**config.mk**
```make
export PLATFORM = sky130hd
export DESIGN_NAME = ps2_drive_keys
export DESIGN_NICKNAME = d
export VERILOG_FILES = /design/src/rtl/ps2_drive_keys.sv
export SDC_FILE = /design/constraint.sdc
export NUM_CORES = 1
export LEC_CHECK = 0
export ABC_AREA = 1
export CORE_UTILIZATION = 55
export DETAILED_ROUTE_END_ITERATION = 8
export PLACE_DENSITY = 0.74
export SLEW_MARGIN = 20
export SYNTH_ARGS = -nofsm -noshare
export SYNTH_HDL_FRONTEND = slang
export SYNTH_SLANG_ARGS = --single-unit
export TNS_END_PERCENT = 5
```
**constraint.sdc**
```tcl
create_clock -name CLOCK_50 -period 3.3 [get_ports CLOCK_50]
set_clock_uncertainty 0.15 [all_clocks]
set_input_delay 0.66 -clock CLOCK_50 [delete_from_list [all_inputs] [get_ports CLOCK_50]]
set_output_delay 0.66 -clock CLOCK_50 [all_outputs]
set_load 0.1 [all_outputs]
```
**src/rtl/ps2_drive_keys.sv**
```systemverilog
// PS/2 keyboard receiver and drive-key decoder: turns scan-code set 2 frames
// into mutually exclusive direction flags and a speed level.
module ps2_drive_keys #(
    parameter int         FILTER_LEN     = 8,
    parameter int         TIMEOUT_CYCLES = 50_000,
    parameter logic [3:0] SPEED_RESET    = 4'd5
) (
    input  logic       CLOCK_50,
    input  logic       reset,
    input  logic       ps2_clk,
    input  logic       ps2_dat,
    output logic       w,
    output logic       a,
    output logic       s,
    output logic       d,
    output logic       wa,
    output logic       wd,
    output logic       as,
    output logic       sd,
    output logic       stop,
    output logic [3:0] speed_level,
    output logic       key_event,
    output logic       frame_err
);
    localparam int FW = $clog2(FILTER_LEN + 1);
    localparam int TW = $clog2(TIMEOUT_CYCLES + 1);
    localparam logic [FW-1:0] FMAX = FW'(FILTER_LEN - 1);
    localparam logic [TW-1:0] TMAX = TW'(TIMEOUT_CYCLES - 1);

    typedef enum logic [1:0] {ST_IDLE, ST_DATA, ST_PARITY, ST_STOP} rx_state_t;

    logic [1:0]    clk_sync_q, dat_sync_q;
    logic [FW-1:0] filt_cnt_q;
    logic          filt_clk_q, filt_prev_q;
    logic          fall;
    logic          dat_s;

    rx_state_t     state_q, state_d;
    logic [2:0]    bit_cnt_q, bit_cnt_d;
    logic [7:0]    shift_q, shift_d;
    logic          par_ok_q, par_ok_d;
    logic [TW-1:0] timer_q, timer_d;
    logic          byte_valid_q, byte_valid_d;
    logic          frame_err_q, frame_err_d;
    logic          clr_prefix_q, clr_prefix_d;

    logic          brk_q, ext_q;
    logic          kw_q, ka_q, ks_q, kd_q, ksp_q;
    logic [3:0]    speed_q, speed_out_q;
    logic [8:0]    flags_q, flags_d;

    assign dat_s = dat_sync_q[1];
    // Falling edge of the filtered clock is seen in the cycle after it drops.
    assign fall  = filt_prev_q & ~filt_clk_q;

    // Two-flop synchronisers; idle PS/2 lines are high.
    always_ff @(posedge CLOCK_50) begin
        if (reset) begin
            clk_sync_q <= 2'b11;
            dat_sync_q <= 2'b11;
        end else begin
            clk_sync_q <= {clk_sync_q[0], ps2_clk};
            dat_sync_q <= {dat_sync_q[0], ps2_dat};
        end
    end

    // Glitch filter: accept a clock level only after FILTER_LEN differing samples.
    always_ff @(posedge CLOCK_50) begin
        if (reset) begin
            filt_cnt_q  <= '0;
            filt_clk_q  <= 1'b1;
            filt_prev_q <= 1'b1;
        end else begin
            filt_prev_q <= filt_clk_q;
            if (clk_sync_q[1] == filt_clk_q) begin
                filt_cnt_q <= '0;
            end else if (filt_cnt_q == FMAX) begin
                filt_clk_q <= clk_sync_q[1];
                filt_cnt_q <= '0;
            end else begin
                filt_cnt_q <= filt_cnt_q + FW'(1);
            end
        end
    end

    // Receiver state register.
    always_ff @(posedge CLOCK_50) begin
        if (reset) begin
            state_q      <= ST_IDLE;
            bit_cnt_q    <= '0;
            shift_q      <= '0;
            par_ok_q     <= 1'b0;
            timer_q      <= '0;
            byte_valid_q <= 1'b0;
            frame_err_q  <= 1'b0;
            clr_prefix_q <= 1'b0;
        end else begin
            state_q      <= state_d;
            bit_cnt_q    <= bit_cnt_d;
            shift_q      <= shift_d;
            par_ok_q     <= par_ok_d;
            timer_q      <= timer_d;
            byte_valid_q <= byte_valid_d;
            frame_err_q  <= frame_err_d;
            clr_prefix_q <= clr_prefix_d;
        end
    end

    // Receiver next-state: start, 8 data bits LSB first, odd parity, stop, plus idle timeout.
    always_comb begin
        state_d      = state_q;
        bit_cnt_d    = bit_cnt_q;
        shift_d      = shift_q;
        par_ok_d     = par_ok_q;
        byte_valid_d = 1'b0;
        frame_err_d  = 1'b0;
        clr_prefix_d = 1'b0;
        timer_d      = (state_q == ST_IDLE || fall) ? '0 : timer_q + TW'(1);
        case (state_q)
            ST_IDLE: begin
                if (fall) begin
                    if (dat_s) begin
                        frame_err_d = 1'b1;
                    end else begin
                        state_d   = ST_DATA;
                        bit_cnt_d = '0;
                    end
                end
            end
            ST_DATA: begin
                if (fall) begin
                    shift_d   = {dat_s, shift_q[7:1]};
                    bit_cnt_d = bit_cnt_q + 3'd1;
                    if (bit_cnt_q == 3'd7) state_d = ST_PARITY;
                end
            end
            ST_PARITY: begin
                if (fall) begin
                    par_ok_d = ^{shift_q, dat_s};
                    state_d  = ST_STOP;
                end
            end
            ST_STOP: begin
                if (fall) begin
                    state_d = ST_IDLE;
                    if (dat_s && par_ok_q) begin
                        byte_valid_d = 1'b1;
                    end else begin
                        frame_err_d  = 1'b1;
                        clr_prefix_d = 1'b1;
                    end
                end
            end
            default: state_d = ST_IDLE;
        endcase
        if (state_q != ST_IDLE && !fall && timer_q == TMAX) begin
            state_d      = ST_IDLE;
            frame_err_d  = 1'b1;
            clr_prefix_d = 1'b1;
        end
    end

    // Scan-code decoder: prefixes, held drive keys and speed selection.
    always_ff @(posedge CLOCK_50) begin
        if (reset) begin
            brk_q   <= 1'b0;
            ext_q   <= 1'b0;
            kw_q    <= 1'b0;
            ka_q    <= 1'b0;
            ks_q    <= 1'b0;
            kd_q    <= 1'b0;
            ksp_q   <= 1'b0;
            speed_q <= SPEED_RESET;
        end else begin
            if (clr_prefix_q) begin
                brk_q <= 1'b0;
                ext_q <= 1'b0;
            end
            if (byte_valid_q) begin
                if (shift_q == 8'hF0) begin
                    brk_q <= 1'b1;
                end else if (shift_q == 8'hE0) begin
                    ext_q <= 1'b1;
                end else begin
                    brk_q <= 1'b0;
                    ext_q <= 1'b0;
                    if (!ext_q) begin
                        case (shift_q)
                            8'h1D: kw_q  <= !brk_q;
                            8'h1C: ka_q  <= !brk_q;
                            8'h1B: ks_q  <= !brk_q;
                            8'h23: kd_q  <= !brk_q;
                            8'h29: ksp_q <= !brk_q;
                            8'h16: if (!brk_q) speed_q <= 4'd1;
                            8'h1E: if (!brk_q) speed_q <= 4'd2;
                            8'h26: if (!brk_q) speed_q <= 4'd3;
                            8'h25: if (!brk_q) speed_q <= 4'd4;
                            8'h2E: if (!brk_q) speed_q <= 4'd5;
                            8'h36: if (!brk_q) speed_q <= 4'd6;
                            8'h3D: if (!brk_q) speed_q <= 4'd7;
                            8'h3E: if (!brk_q) speed_q <= 4'd8;
                            8'h46: if (!brk_q) speed_q <= 4'd9;
                            8'h45: if (!brk_q) speed_q <= 4'd10;
                            default: ;
                        endcase
                    end
                end
            end
        end
    end

    // Direction mapping; conflicting combinations leave every flag low.
    always_comb begin
        flags_d    = '0;
        flags_d[0] = ksp_q;
        if (!ksp_q) begin
            flags_d[8] = kw_q & !ka_q & !ks_q & !kd_q;
            flags_d[7] = ka_q & !kw_q & !ks_q & !kd_q;
            flags_d[6] = ks_q & !kw_q & !ka_q & !kd_q;
            flags_d[5] = kd_q & !kw_q & !ks_q & !ka_q;
            flags_d[4] = kw_q & ka_q & !ks_q & !kd_q;
            flags_d[3] = kw_q & kd_q & !ks_q & !ka_q;
            flags_d[2] = ks_q & ka_q & !kw_q & !kd_q;
            flags_d[1] = ks_q & kd_q & !kw_q & !ka_q;
        end
    end

    // Registered outputs.
    always_ff @(posedge CLOCK_50) begin
        if (reset) begin
            flags_q     <= '0;
            speed_out_q <= SPEED_RESET;
        end else begin
            flags_q     <= flags_d;
            speed_out_q <= speed_q;
        end
    end

    assign {w, a, s, d, wa, wd, as, sd, stop} = flags_q;
    assign speed_level = speed_out_q;
    assign key_event   = byte_valid_q;
    assign frame_err   = frame_err_q;
endmodule

```
==> metrics.md, run 1 <==
| Metric | Value |
|---|---|
| Status | `finished, final reports clean` |
| Yosys top cell area share | `45.54%` |
| Initial Util | `57.30%` |
| Initial antenna violation count | `0` |
| Slew headroom | `70.68%` |
| Routed Antenna Nets | `0` |
| Ys Warns | `0` |
| DR vias/cell | `4.921` |
| Max-cap viol count | `0` |
| Clk Tree Root Cell | `clkbuf_8` |
| Vias post-DR | `2480` |
| Post-DP HPWL | `3934 um` |
| Clock Latency Late Sink | `340 ps` |
| Crit path time final | `1944 ps` |
| Commonest non-fill, non-tap cell in the layout | `nand2_1` |
| Peak Freq | `514.3 MHz` |
| Drt first pass iters | `4` |
| Clock Sinks | `67` |
| Worst Setup End Kind | `flop` |
| First-pass GRT wire length | `8901 um` |
| Unrepaired setup endpoints after global routing | `false` |
| Dominant cells by area after synthesis | `dfxtp_1 (46%), nand2_1 (11%), nor2_1 (7.4%), inv_1 (7.0%), a21oi_1 (4.2%)` |
| Crit-path max FO | `11` |
| Top Ports | `19` |
| Worst setup slack after placement | `999.7 ps` |
| # DRC | `0` |
| IO buf count | `18` |
| Non-filler cells, final | `504` |
| Register area share after synthesis | `45.54%` |
| Max stage delay on crit path | `430 ps` |
| Crit path buf inv count | `3` |
| Final cycle utilization of the critical path | `58.92%` |
| Area leader, netlist | `dfxtp_1` |
| DR iter-0 viols | `116` |
| CTS buffer count | `9` |
| Overflow after GRT | `0` |
| Wirelength per Cell | `10.41 um` |
| Dpl cells | `489` |
| Cell Rows | `26` |
| Filler cells | `481` |
| Total GRT Usage | `20.69%` |
| Largest net degree at the start of global routing | `21` |
| Hold Path Class | `flop to flop` |
| Slowest CP cell | `clkdlybuf4s50_1` |
| Worst path cell trace | `clkdlybuf4s50_1 -> inv_1 -> nand2_1 -> inv_1 -> o21ai_0 -> a21oi_1` |
| Cts hold-fix bufs | `0` |
| Distinct cells, synth | `28` |
| CP Launch Type | `input pin` |
| H-tree levels | `3` |
| Worst hold margin | `264.9 ps` |
| Die H | `75.18 um` |
| Nets | `442` |
| Layout cells sized above 1 | `10.37%` |
| Area Overhead vs Synth | `13.21%` |
| Mapped Area | `2945 sq um` |
| Longest Clk Path Bufs | `2` |
| Kind of cell adding the most delay to the critical path | `buffers and inverters` |
| Slew @ Worst Pin | `438.7 ps` |
| Setup TNS | `0 ps` |
| WS Path Type | `input pin to flop` |
| Die W | `75.18 um` |
| Pwr dens | `454.1 nW/um^2` |
| Synth Instances | `405` |
| WP data arrival | `2060 ps` |
| Maximum VDD drop | `0.3140 mV` |
| Final setup fails | `0` |
| Core ar. | `5140 sq um` |
| Die area | `5652 sq um` |
| Vias in the first global route | `2176` |
| Final Max Slew Viols | `0` |
| Final Wtd Congestion | `0.8329` |
| Required time of the critical path | `3420 ps` |
| Fin worst setup slack | `1356 ps` |
| Most frequent cells in the layout | `nand2_1 (87), dfxtp_1 (67), nor2_1 (58), inv_1 (55), a21oi_1 (25)` |
| Setup bufs post-CTS | `0` |
| Mean area per synthesized cell | `7.272 sq um` |
| WL final | `5247 um` |
| Final Hold Fails | `0` |
| Resized cells post-CTS | `0` |
| Register bit count reported by yosys | `67` |
| Syn Nets | `417` |
| Diode count | `0` |
| CTS tree | `built` |
| LEAKAGE | `1.396 nW` |
| Clock transition at the registers of the reported paths | `60 ps` |
| CP most frequent cell | `inv_1` |
synth_stat cells:
cell       n
nand2_1   87
xnor2_1    5
ha_1       8
o21ai_0   21
nand4_1    8
nor3b_1    2
a21oi_1   25
xor2_1     2
inv_1     55
clkbuf_1   4
nor3_1    12
a31oi_1    2
buf_6      1
a211o_1    1
nand2_2    3
nand3_2    2
nor4_1     3
inv_2      3
nor2_4     1
buf_2      1
o21a_1     1
nand3_1   21
nor2_1    58
a211oi_1   4
or2_2      6
o211ai_1   1
a21oi_4    1
dfxtp_1   67
flip-flops by register name, indices dropped and copies added, names as in the netlist, 2 cells and up:
signal       count
timer_q         16
dat_sync_q       2
state_q          2
speed_q          4
speed_level      4
flags_q          9
filt_cnt_q       4
clk_sync_q       2
bit_cnt_q        3
shift_q          8
power breakdown:
part | leakage, nW | internal, mW | switching [mW]
logic | 0.765 | 0.0266 | 0.0490
clock network | 0.0902 | 0.343 | 0.274
registers | 0.541 | 0.816 | 0.00498
total | 1.40 | 1.19 | 0.328
final timing paths:
kind	start	endpoint	slack, ps	cells past startpoint
setup / recovery	reset	timer_q[12]	1360	6
hold / removal	dat_sync_q[0]	dat_sync_q[1]	260	1
setup reg to reg	timer_q[0]	timer_q[12]	1380	8
hold reg to reg	dat_sync_q[0]	dat_sync_q[1]	260	1
cell families (layout without fill, tap and decap cells):
group                    after synthesis  count (layout)  share of synthesized area [%]
XOR/XNOR                               7               7                          2.082
AO/OA/AOI/OAI                         56              56                          10.62
flip-flops                            67              67                          45.54
AND/OR/NAND/NOR                      203             203                          29.91
adder cells (fa/ha/maj)                8               8                          3.399
buffers and inverters                 64              93                          8.453
layer usage:
metal | share of wire, % | global-route usage, %
met2 | 45 | 34.53
met1 | 50 | 25.43
met4 | 2.2 | 10.08
met3 | 2.7 | 4.418
met5 | 0 | 0
through the flow:
stage | power, mW | instance area [sq um] | util [%]
2_1_floorplan | 0.8976 | 2945 | -
3_3_place_gp | 0.9137 | 3159 | 61.47
3_5_place_dp | 0.9162 | 3159 | 61.47
4_1_cts | 1.531 | 3334 | 64.87
5_1_grt | 1.576 | 3334 | 64.87
6_report | 1.514 | 3334 | 64.87
cell type report:
| class | instances | area (sq um) | share of cell area, % |
|---|---|---|---|
| sequential | 67 | 1341 | 40.23 |
| clock buffer | 12 | 135.1 | 4.053 |
| tap | 70 | 87.58 | 2.627 |
| timing repair buffer | 20 | 157.7 | 4.728 |
| clock inverter | 3 | 40.04 | 1.201 |
| multi-input combinational | 274 | 1355 | 40.64 |
| inverter | 58 | 217.7 | 6.529 |
No activity file was read; power rests on OpenSTA's default activity.
==> run 2: changes to the inputs <==
--- a/config.mk
+++ b/config.mk
@@ -6,9 +6,9 @@
 export NUM_CORES = 1
 export LEC_CHECK = 0
 export ABC_AREA = 1
-export CORE_UTILIZATION = 55
+export CORE_UTILIZATION = 52
 export DETAILED_ROUTE_END_ITERATION = 8
-export PLACE_DENSITY = 0.74
+export PLACE_DENSITY = 0.73
 export SLEW_MARGIN = 20
 export SYNTH_ARGS = -nofsm -noshare
 export SYNTH_HDL_FRONTEND = slang
==> constraint.sdc (replaced) <==
create_clock -name CLOCK_50 -period 1.6 [get_ports CLOCK_50]
set_clock_uncertainty 0.15 [all_clocks]
set_input_delay 0.32 -clock CLOCK_50 [delete_from_list [all_inputs] [get_ports CLOCK_50]]
set_output_delay 0.32 -clock CLOCK_50 [all_outputs]
set_load 0.1 [all_outputs]
==> run 2 against run 1 <==
Net effect: the run now ends with setup timing left; first-iteration DRC count is 50% higher; wire length rose by 33%; setup slack worse by 1400 ps; global-route usage grew 3.0 points; register-to-register slack worse by 1400 ps; die area grew 5.6%; final area up 28%; clock-buffer cell count increased by 2; critical endpoint is now speed_q[1].
==> metrics.md, run 2 (same netlist as run 1, synthesis figures left out) <==
| Metric | Value |
|---|---|
| Status | `complete, but fails checks` |
| Failing checks | `setup timing` |
| Nets | `493` |
| Final Wtd Congestion | `0.8447` |
| Cell Rows | `27` |
| Unrepaired setup endpoints after global routing | `true` |
| Final Max Slew Viols | `0` |
| Sw frac | `23.81%` |
| CTS buffer count | `9` |
| P_int | `2.425 mW` |
| Filler cells | `372` |
| Total GRT Usage | `23.74%` |
| H-tree levels | `3` |
| Required time of the critical path | `1730 ps` |
| Die W | `77.26 um` |
| WP data arrival | `1770 ps` |
| Routed Antenna Nets | `0` |
| Crit. Startpoint | `shift_q[6]` |
| Crit path time final | `1639 ps` |
| WL final | `6970 um` |
| Net Switching | `757.8 uW` |
| Fin worst setup slack | `-39.42 ps` |
| Most frequent cells in the layout | `nand2_1 (67), dfxtp_1 (52), buf_4 (52), inv_1 (46), nor2_1 (40)` |
| Wirelength per Cell | `12.49 um` |
| Reg2Reg Launch Point | `shift_q[6]` |
| Cts hold-fix bufs | `0` |
| LEAKAGE | `1.738 nW` |
| Peak Freq | `610.0 MHz` |
| # DRC | `0` |
| Final Hold Fails | `0` |
| Slew @ Worst Pin | `260.3 ps` |
| Clock Latency Late Sink | `350 ps` |
| DP Area | `3711 sq um` |
| Met3 usage | `7.619%` |
| R2r setup slk | `-40 ps` |
| Crit path to | `speed_q[1]` |
| Die H | `77.26 um` |
| Vias in the first global route | `2709` |
| Worst setup slack after placement | `-113.2 ps` |
| IO buf count | `18` |
| Final instance area | `4264 sq um` |
| Post-DP HPWL | `4543 um` |
| Longest Clk Path Bufs | `2` |
| Diode count | `0` |
| CTS tree | `built` |
| Worst reg-to-reg path cell count | `12` |
| Largest regs | `timer_q x16, flags_q x9, shift_q x8` |
| DR vias/cell | `5.201` |
| Die area | `5969 sq um` |
| Largest net degree at the start of global routing | `17` |
| Clock Sinks | `67` |
| Gr busiest metal | `met2` |
| CP Launch Type | `flop` |
| Overflow after GRT | `0` |
| Max-cap viol count | `0` |
| Clk Tree Root Cell | `clkbuf_8` |
| Hold_sp | `dat_sync_q[0]` |
| Met1 usage | `26.98%` |
| Top Ports | `19` |
| Initial Util | `53.82%` |
| Hold Path Stages | `1` |
| Layout cells sized above 1 | `36.42%` |
| Area Overhead vs Synth | `44.77%` |
| Initial antenna violation count | `0` |
| Commonest non-fill, non-tap cell in the layout | `nand2_1` |
| Sequential share of power | `52.9%` |
| Final cycle utilization of the critical path | `102.5%` |
| WS Path Type | `flop to flop` |
| Vias post-DR | `2902` |
| Fin util | `77.92%` |
| GR Util met2 | `40.27%` |
| First-pass GRT wire length | `11170 um` |
| Clock power frac | `39.3%` |
| Maximum VDD drop | `0.5163 mV` |
| Core ar. | `5473 sq um` |
| Clock transition at the registers of the reported paths | `70 ps` |
| Most flop-heavy register | `timer_q` |
| Hold Path Class | `flop to flop` |
| Worst Setup End Kind | `flop` |
| Crit-path max FO | `6` |
| Final setup fails | `4` |
| Logic pwr share | `7.8%` |
| Slew headroom | `82.51%` |
| Drt first pass iters | `5` |
| Pwr dens | `746.4 nW/um^2` |
| Max reg flops | `16` |
| R2R Path End | `speed_q[1]` |
| DR iter-0 viols | `174` |
==> run 2: cell count changes in the layout (fill, tap and decap cells not counted), sizes merged <==
cell / delta
buf: +51
bufinv: -1
clkbuf: +2
==> run 2: power groups by stage <==
stage | clock network, mW | logic (mW) | registers, mW
CTS | 1.26 | 0.199 | 1.69
detailed placement | 0 | 0.194 | 1.73
global route | 1.33 | 0.278 | 1.68
finish | 1.25 | 0.249 | 1.68
global placement | 0 | 0.190 | 1.73
floorplan | 0 | 0.122 | 1.73
==> run 2: worst min path at each step <==
| stage | to | slack [ps] |
|---|---|---|
| final | dat_sync_q[1] | 280 |
| after floorplan | clk_sync_q[1] | 240 |
| after global placement | dat_sync_q[1] | 250 |
| after CTS | clk_sync_q[1] | 280 |
| after global routing | dat_sync_q[1] | 300 |
| after detailed placement | clk_sync_q[1] | 240 |
==> run 2: critical path: stages, from the launching register on <==
cell     delay [ps]
dfxtp_4         360
inv_2            50
nand2_4         110
nor2_4           70
nand2_2          80
nand2_2          60
nor2_4          180
nand2_2          70
nand2_2          90
nand3_4         110
nand2_2          80
nand2_1          60
nor2_1           80
==> run 2: final cells by class <==
cell class	instances	area (sq um)	area share, %
clock inverters	2	10.01	0.2347
multi-input cells	274	1660	38.94
clock buffers	14	162.7	3.815
inverters	58	222.7	5.223
well taps	72	90.09	2.113
repair buffers	71	740.7	17.37
flip-flops and latches	67	1378	32.31
==> run 2: routing by layer <==
metal  vias up  share of wire, %
met5         -                 0
met2        96                51
met3        23               4.8
li1       1460                 -
met4         0               2.4
met1      1323                42
==> run 2: through the flow <==
stage                     cells  hold WS [ps]  total power, mW  TNS [ps]
after floorplan             405         239.5            1.850    -48.73
after global placement      537         250.5            1.917    -622.7
after detailed placement    537         244.6            1.922     -1124
after CTS                   556         283.1            3.153    -91.60
after global routing        558         304.4            3.295     -1037
final                       558         280.2            3.183    -109.7
==> run 2: what timing repair did <==
action | 4_1_cts | 5_1_grt
setup buffers | 3 | 2
setup endpoints to repair | 11 | 29
pin swaps | 6 | 17
gates resized for setup | 24 | 88
